[config.mk]
export PLATFORM = sky130hd
export DESIGN_NAME = fp_adder_normalize_round
export DESIGN_NICKNAME = d
export VERILOG_FILES = /design/src/rtl/fp_adder_pkg.sv /design/src/rtl/fp_adder_normalize_round_shifter.sv /design/src/rtl/fp_adder_normalize_round.sv
export SDC_FILE = /design/constraint.sdc
export NUM_CORES = 1
export LEC_CHECK = 0
export CAP_MARGIN = 10
export CORE_ASPECT_RATIO = 2
export CORE_MARGIN = 10
export CORE_UTILIZATION = 43
export CTS_BUF_LIST = sky130_fd_sc_hd__clkbuf_4 sky130_fd_sc_hd__clkbuf_8
export DETAILED_ROUTE_END_ITERATION = 8
export GPL_ROUTABILITY_DRIVEN = 0
export PLACE_DENSITY_LB_ADDON = 0.15
export SYNTH_ARGS = -nofsm -noshare
export SYNTH_HDL_FRONTEND = slang
export SYNTH_SLANG_ARGS = --single-unit
[constraint.sdc]
create_clock -name clk -period 3.7 [get_ports clk]
set_clock_uncertainty 0.15 [all_clocks]
set_input_delay 0.74 -clock clk [delete_from_list [all_inputs] [get_ports clk]]
set_output_delay 0.74 -clock clk [all_outputs]
set_load 0.005 [all_outputs]
[src/rtl/fp_adder_pkg.sv]
// Shared constants and the normalized-significand record used by the FP adder stages.
package fp_adder_pkg;

    localparam int EXP_W   = 8;
    localparam int MANT_W  = 24;
    localparam int BIAS    = 127;
    localparam int EXP_MAX = 255;
    localparam int E_W     = EXP_W + 2;
    localparam int NORM_W  = MANT_W + 3;
    localparam logic [4:0] LEAD_ZERO = 5'd0;

    // e is carried two bits wider than the biased exponent and read as signed.
    typedef struct packed {
        logic              sign;
        logic [E_W-1:0]    e;
        logic [MANT_W-1:0] m;
        logic              g;
        logic              r;
        logic              s;
        logic              zero;
    } norm_t;

endpackage

[src/rtl/fp_adder_normalize_round_shifter.sv]
// Left barrel shifter over {significand, g, r, s} with the sticky bit folded back in.
module fp_norm_shifter
    import fp_adder_pkg::*;
(
    input  logic [NORM_W-1:0] data_i,
    input  logic [4:0]        amt_i,
    input  logic              sticky_i,
    output logic [NORM_W-2:0] mgr_o,
    output logic              sticky_o
);

    logic [NORM_W-1:0] v;

    always_comb begin
        v = data_i;
        if (amt_i[0]) v = v << 1;
        if (amt_i[1]) v = v << 2;
        if (amt_i[2]) v = v << 4;
        if (amt_i[3]) v = v << 8;
        if (amt_i[4]) v = v << 16;
    end

    assign mgr_o    = v[NORM_W-1:1];
    assign sticky_o = v[0] | sticky_i;

endmodule

[src/rtl/fp_adder_normalize_round.sv]
// Post-add normalize and round-to-nearest-even stage; packs an IEEE-754 binary32 result.
module fp_adder_normalize_round
    import fp_adder_pkg::*;
#(
    parameter int EXP_W  = 8,
    parameter int MANT_W = 24
)(
    input  logic                    clk,
    input  logic                    reset,
    input  logic                    in_valid,
    output logic                    in_ready,
    input  logic                    in_sign,
    input  logic [EXP_W-1:0]        in_exp,
    input  logic [MANT_W:0]         in_mant,
    input  logic [2:0]              in_grs,
    input  logic [4:0]              lead_pos,
    output logic                    out_valid,
    input  logic                    out_ready,
    output logic [EXP_W+MANT_W-1:0] out_data,
    output logic                    out_ovf,
    output logic                    out_unf
);

    logic        vld_p1_q;
    logic        vld_p2_q;
    logic        adv2;
    norm_t       norm_d;
    norm_t       pay_p1_q;
    logic [4:0]  sh;
    logic [25:0] sh_mgr;
    logic        sh_sticky;
    logic        up;
    logic        carry;
    logic [22:0] frac_r;
    logic signed [9:0] e_r;
    logic [31:0] data_d;
    logic        ovf_d;
    logic        unf_d;
    logic [31:0] out_data_q;
    logic        out_ovf_q;
    logic        out_unf_q;

    assign adv2     = !vld_p2_q || out_ready;
    assign in_ready = !vld_p1_q || adv2;
    assign sh       = 5'd24 - lead_pos;

    fp_norm_shifter u_shift (
        .data_i   ({in_mant[MANT_W-1:0], in_grs}),
        .amt_i    (sh),
        .sticky_i (in_grs[0]),
        .mgr_o    (sh_mgr),
        .sticky_o (sh_sticky)
    );

    // Stage 1: normalize
    always_comb begin
        norm_d      = '0;
        norm_d.sign = in_sign;
        if (in_mant[MANT_W]) begin
            norm_d.m = in_mant[MANT_W:1];
            norm_d.g = in_mant[0];
            norm_d.r = in_grs[2];
            norm_d.s = |in_grs[1:0];
            norm_d.e = {2'b00, in_exp} + 10'd1;
        end else if (lead_pos == LEAD_ZERO) begin
            // All-zero sum is an exact +0; bits only below the significand can't be represented.
            if (in_grs == 3'b000) begin
                norm_d.zero = 1'b1;
                norm_d.sign = 1'b0;
            end else begin
                norm_d.e = '0;
            end
        end else begin
            {norm_d.m, norm_d.g, norm_d.r} = sh_mgr;
            norm_d.s = sh_sticky;
            norm_d.e = {2'b00, in_exp} - {5'd0, sh};
        end
    end

    always_ff @(posedge clk) begin
        if (reset) begin
            vld_p1_q <= 1'b0;
        end else if (in_ready) begin
            vld_p1_q <= in_valid;
        end
        if (in_ready && in_valid) begin
            pay_p1_q <= norm_d;
        end
    end

    // Stage 2: round and pack
    always_comb begin
        up     = pay_p1_q.g & (pay_p1_q.r | pay_p1_q.s | pay_p1_q.m[0]);
        carry  = up & (&pay_p1_q.m);
        frac_r = pay_p1_q.m[22:0] + {22'd0, up};
        e_r    = $signed(pay_p1_q.e) + $signed({9'd0, carry});
        data_d = '0;
        ovf_d  = 1'b0;
        unf_d  = 1'b0;
        if (!pay_p1_q.zero) begin
            if (e_r >= 10'sd255) begin
                data_d = {pay_p1_q.sign, 8'hFF, 23'd0};
                ovf_d  = 1'b1;
            end else if (e_r <= 10'sd0) begin
                data_d = {pay_p1_q.sign, 31'd0};
                unf_d  = 1'b1;
            end else begin
                data_d = {pay_p1_q.sign, e_r[7:0], frac_r};
            end
        end
    end

    always_ff @(posedge clk) begin
        if (reset) begin
            vld_p2_q   <= 1'b0;
            out_data_q <= '0;
            out_ovf_q  <= 1'b0;
            out_unf_q  <= 1'b0;
        end else if (adv2) begin
            vld_p2_q <= vld_p1_q;
            if (vld_p1_q) begin
                out_data_q <= data_d;
                out_ovf_q  <= ovf_d;
                out_unf_q  <= unf_d;
            end
        end
    end

    assign out_valid = vld_p2_q;
    assign out_data  = out_data_q;
    assign out_ovf   = out_ovf_q;
    assign out_unf   = out_unf_q;

endmodule

==> results.tsv <==
stage	metric	value	unit
status	status	finished clean	
drt	TritonRoute pass-1 iters	4	
synth	cell accounting for the most synthesized area	edfxtp_1	
worst_hold_path	Hold Path Class	register to register	
drt	total wire length	13100	um
floorplanning	die area	17500	um2
grt	vias in the first global route	4511	
worst_hold_path	worst hold endpoint	out_unf	
critical_path	FF-to-FF Start	pay_p1_q[15]	
layout	Antenna diodes	0	
timing	Fin. Hold Viols	0	
floorplanning	Die W	98.6	um
drt	Vias	4414	
timing	crit share post-route	0.902	
timing	Rel. slew slack	0.602	
synth	Yosys reg bits	75	
layout	Final Util	0.540	
cts	CTS tree	built	
critical_path	Crit. End Element	register	
timing	worst-margin pin slew	0.595	ns
cts	hold_buf cts	0	
grt	largest net degree at the start of global routing	49	
timing	fin crit period	3.34	ns
grt	grt ovf	0	
synth	post-synth cell types	58	
layout	multi-input logic area	3220	um2
layout	fill count	1137	
synth	top_reg_cell synth	edfxtp_1	
floorplanning	Starting Density	0.438	
worst_hold_path	hold depth	2	
critical_path	CP Launch Type	register	
synth	number of synthesized flops with an enable pin	39	
critical_path	Req. time, crit path	3.84	ns
run	MaxCap Viol Count	0	
floorplanning	core area	12100	um2
synth	Avg Synthesized Cell Area	9.81	um2
drt	Detailed Route Iter0 Violations	142	
power_and_ir_drop	Power Density	319	nW/um2
grt	initial antenna violation count	0	
layout	Area Overhead vs Synth	23.3	%
critical_path	Reg2Reg Depth	14	
layout	Layout Nets	681	
drt	drt wl/cell	16.8	um
drt	Residual DRC	0	
critical_path	r2r setup slk	0.36	ns
synth	register area share after synthesis	0.356	
cts	number of buffers created by CTS	9	
layout	register area	1890	um2
placed_design	Placed Area	6350	um2
timing	Setup violations, final	0	
power_and_ir_drop	maximum VDD drop	0.190	mV
floorplanning	IO Pins	82	
critical_path	crit path DAT	3.48	ns
critical_path	crit path max fanout	7	
worst_hold_path	worst hold start	out_unf	
floorplanning	row count	57	
grt	global-route wire length before repair	21700	um
grt	overall global routing resource usage	0.150	
timing	unrepaired setup endpoints after global routing	false	
critical_path	Reg2Reg Capture Point	out_data[29]	
synth	Ys Warns	0	
synth	post-synth top area share	0.221	
floorplanning	Chip Height	177	um
timing	setup_tns	0	ns
timing	Slew Limit Fails	0	
synth	Cells after Synth	541	
cts	worst-skew pair later-pin latency	0.34	ns
cts	clk slew on worst S/H paths	0.07	ns
cts	clock tree buffer depth	2	
layout	fin area	6540	um2
power_and_ir_drop	leakage	2.38	nW
synth	FFs w/ async S/R, synth	0	
layout	layout cells sized above 1	0.161	
synth	top area cells in the synthesized netlist	edfxtp_1, dfxtp_1, mux4_2	
cts	root buffer cell	clkbuf_8	
placed_design	post-detail-place hpwl	10800	um
drt	antenna-violating nets left	0	
synth	net count after synthesis	598	
cts	total clock sinks	75	
timing	Max Clock Freq	300	MHz
synth	Mapped Area	5310	um2
cts	H-tree levels	3	
placed_design	PortBufs	81	
drt	routed vias/inst	5.69	
critical_path	critical path class	register to register	
layout by cell type, fill, tap and decap left out, drive strengths merged, types with 14 or more instances in the layout:
cell type and instances:
nand2 86, clkdlybuf4s50 79, edfxtp 39, dfxtp 36
nor2 30, buf 29, o21ai 27, xnor2 26
mux4 25, nand3b 24, o31ai 22, nand3 21
xor2 17, nor3 14
final cells by class:
type                            count  area share
Clock buffer                       13      0.0235
Clock inverter                      3     0.00229
Inverter                           12     0.00688
Multi-Input combinational cell    418       0.493
Sequential cell                    75       0.289
Tap cell                          147      0.0281
Timing Repair Buffer              108       0.157
Yosys cell counts (6+ instances only):
library cell	n
a21oi_1	10
a221o_1	10
a22o_1	7
and3_1	7
buf_2	6
clkbuf_1	22
dfxtp_1	36
edfxtp_1	39
ha_1	10
inv_1	11
mux2i_1	8
mux4_2	25
nand2_1	86
nand3_1	20
nand3b_1	23
nand4_1	9
nor2_1	30
nor2b_1	9
nor3_1	10
o21ai_0	26
o221ai_1	7
o31ai_2	19
xnor2_1	26
xor2_1	17
metal layers:
layer,vias up,part of all wire,GRT usage
met3,36,0.047,0.0325
met5,-,0,0
met4,0,0.045,0.0858
li1,2192,-,-
met2,123,0.54,0.277
met1,2063,0.37,0.150
critical path, cell delays in order, from the launching register on:
cell	delay, ns
edfxtp_1	0.45
nand4_1	0.19
nor4_2	0.33
nand3_1	0.11
nor2_1	0.18
ha_1	0.21
ha_1	0.18
buf_4	0.12
xor2_1	0.17
and3_1	0.17
nand3_1	0.07
o31a_1	0.36
buf_4	0.17
nor3_4	0.23
a221o_1	0.16
cell families (layout without fill, tap and decap cells):
| kind of cell | count (synthesis) | count (layout) | share of synthesized area |
|---|---|---|---|
| simple gates | 223 | 223 | 0.218 |
| compound gates | 106 | 106 | 0.163 |
| flops | 75 | 75 | 0.356 |
| buf+inv | 48 | 136 | 0.0396 |
| xor+xnor | 43 | 43 | 0.0710 |
| mux | 35 | 35 | 0.125 |
| fa+ha+maj | 11 | 11 | 0.0273 |
worst max-delay path by stage:
| stage | to | depth (start not counted) | startpoint | slack [ns] |
|---|---|---|---|---|
| 2_1_floorplan | pay_p1_q[34] | 14 | lead_pos[0] | 0.05 |
| 3_3_place_gp | pay_p1_q[34] | 11 | lead_pos[1] | 0.22 |
| 3_5_place_dp | out_data[21] | 13 | pay_p1_q[9] | 0.13 |
| 4_1_cts | out_data[21] | 13 | pay_p1_q[9] | 0.12 |
| 5_1_grt | out_data[29] | 16 | pay_p1_q[9] | 0.04 |
| 6_report | out_data[29] | 14 | pay_p1_q[15] | 0.36 |
flip-flops by register name, summed over array words and instances, names as in the netlist:
name and count:
pay_p1_q 39, out_data 32, vld_p1_q 1, out_unf 1
out_valid 1, out_ovf 1
stage by stage:
stage / total power [mW] / std cells / hold slack [ns] / setup slack (ns)
finish: 2.09 / 776 / 0.308 / 0.363
CTS: 2.10 / 774 / 0.310 / 0.122
floorplan: 1.36 / 541 / 0.303 / 0.0473
detailed placement: 1.57 / 758 / 0.301 / 0.132
global placement: 1.56 / 758 / 0.296 / 0.217
global route: 2.20 / 776 / 0.354 / 0.0449
what timing repair did:
| action | 4_1_cts | 5_1_grt |
|---|---|---|
| buffers inserted | 0 | 2 |
| endpoints found under the setup margin | 0 | 25 |
| gates resized for setup | 0 | 2 |
where the power goes:
group          switching [mW]  internal, mW  leakage (nW)
logic                   0.296         0.273          1.61
registers              0.0462         0.938         0.681
clock network           0.263         0.270        0.0948
Power figures use the tool's default switching activity.
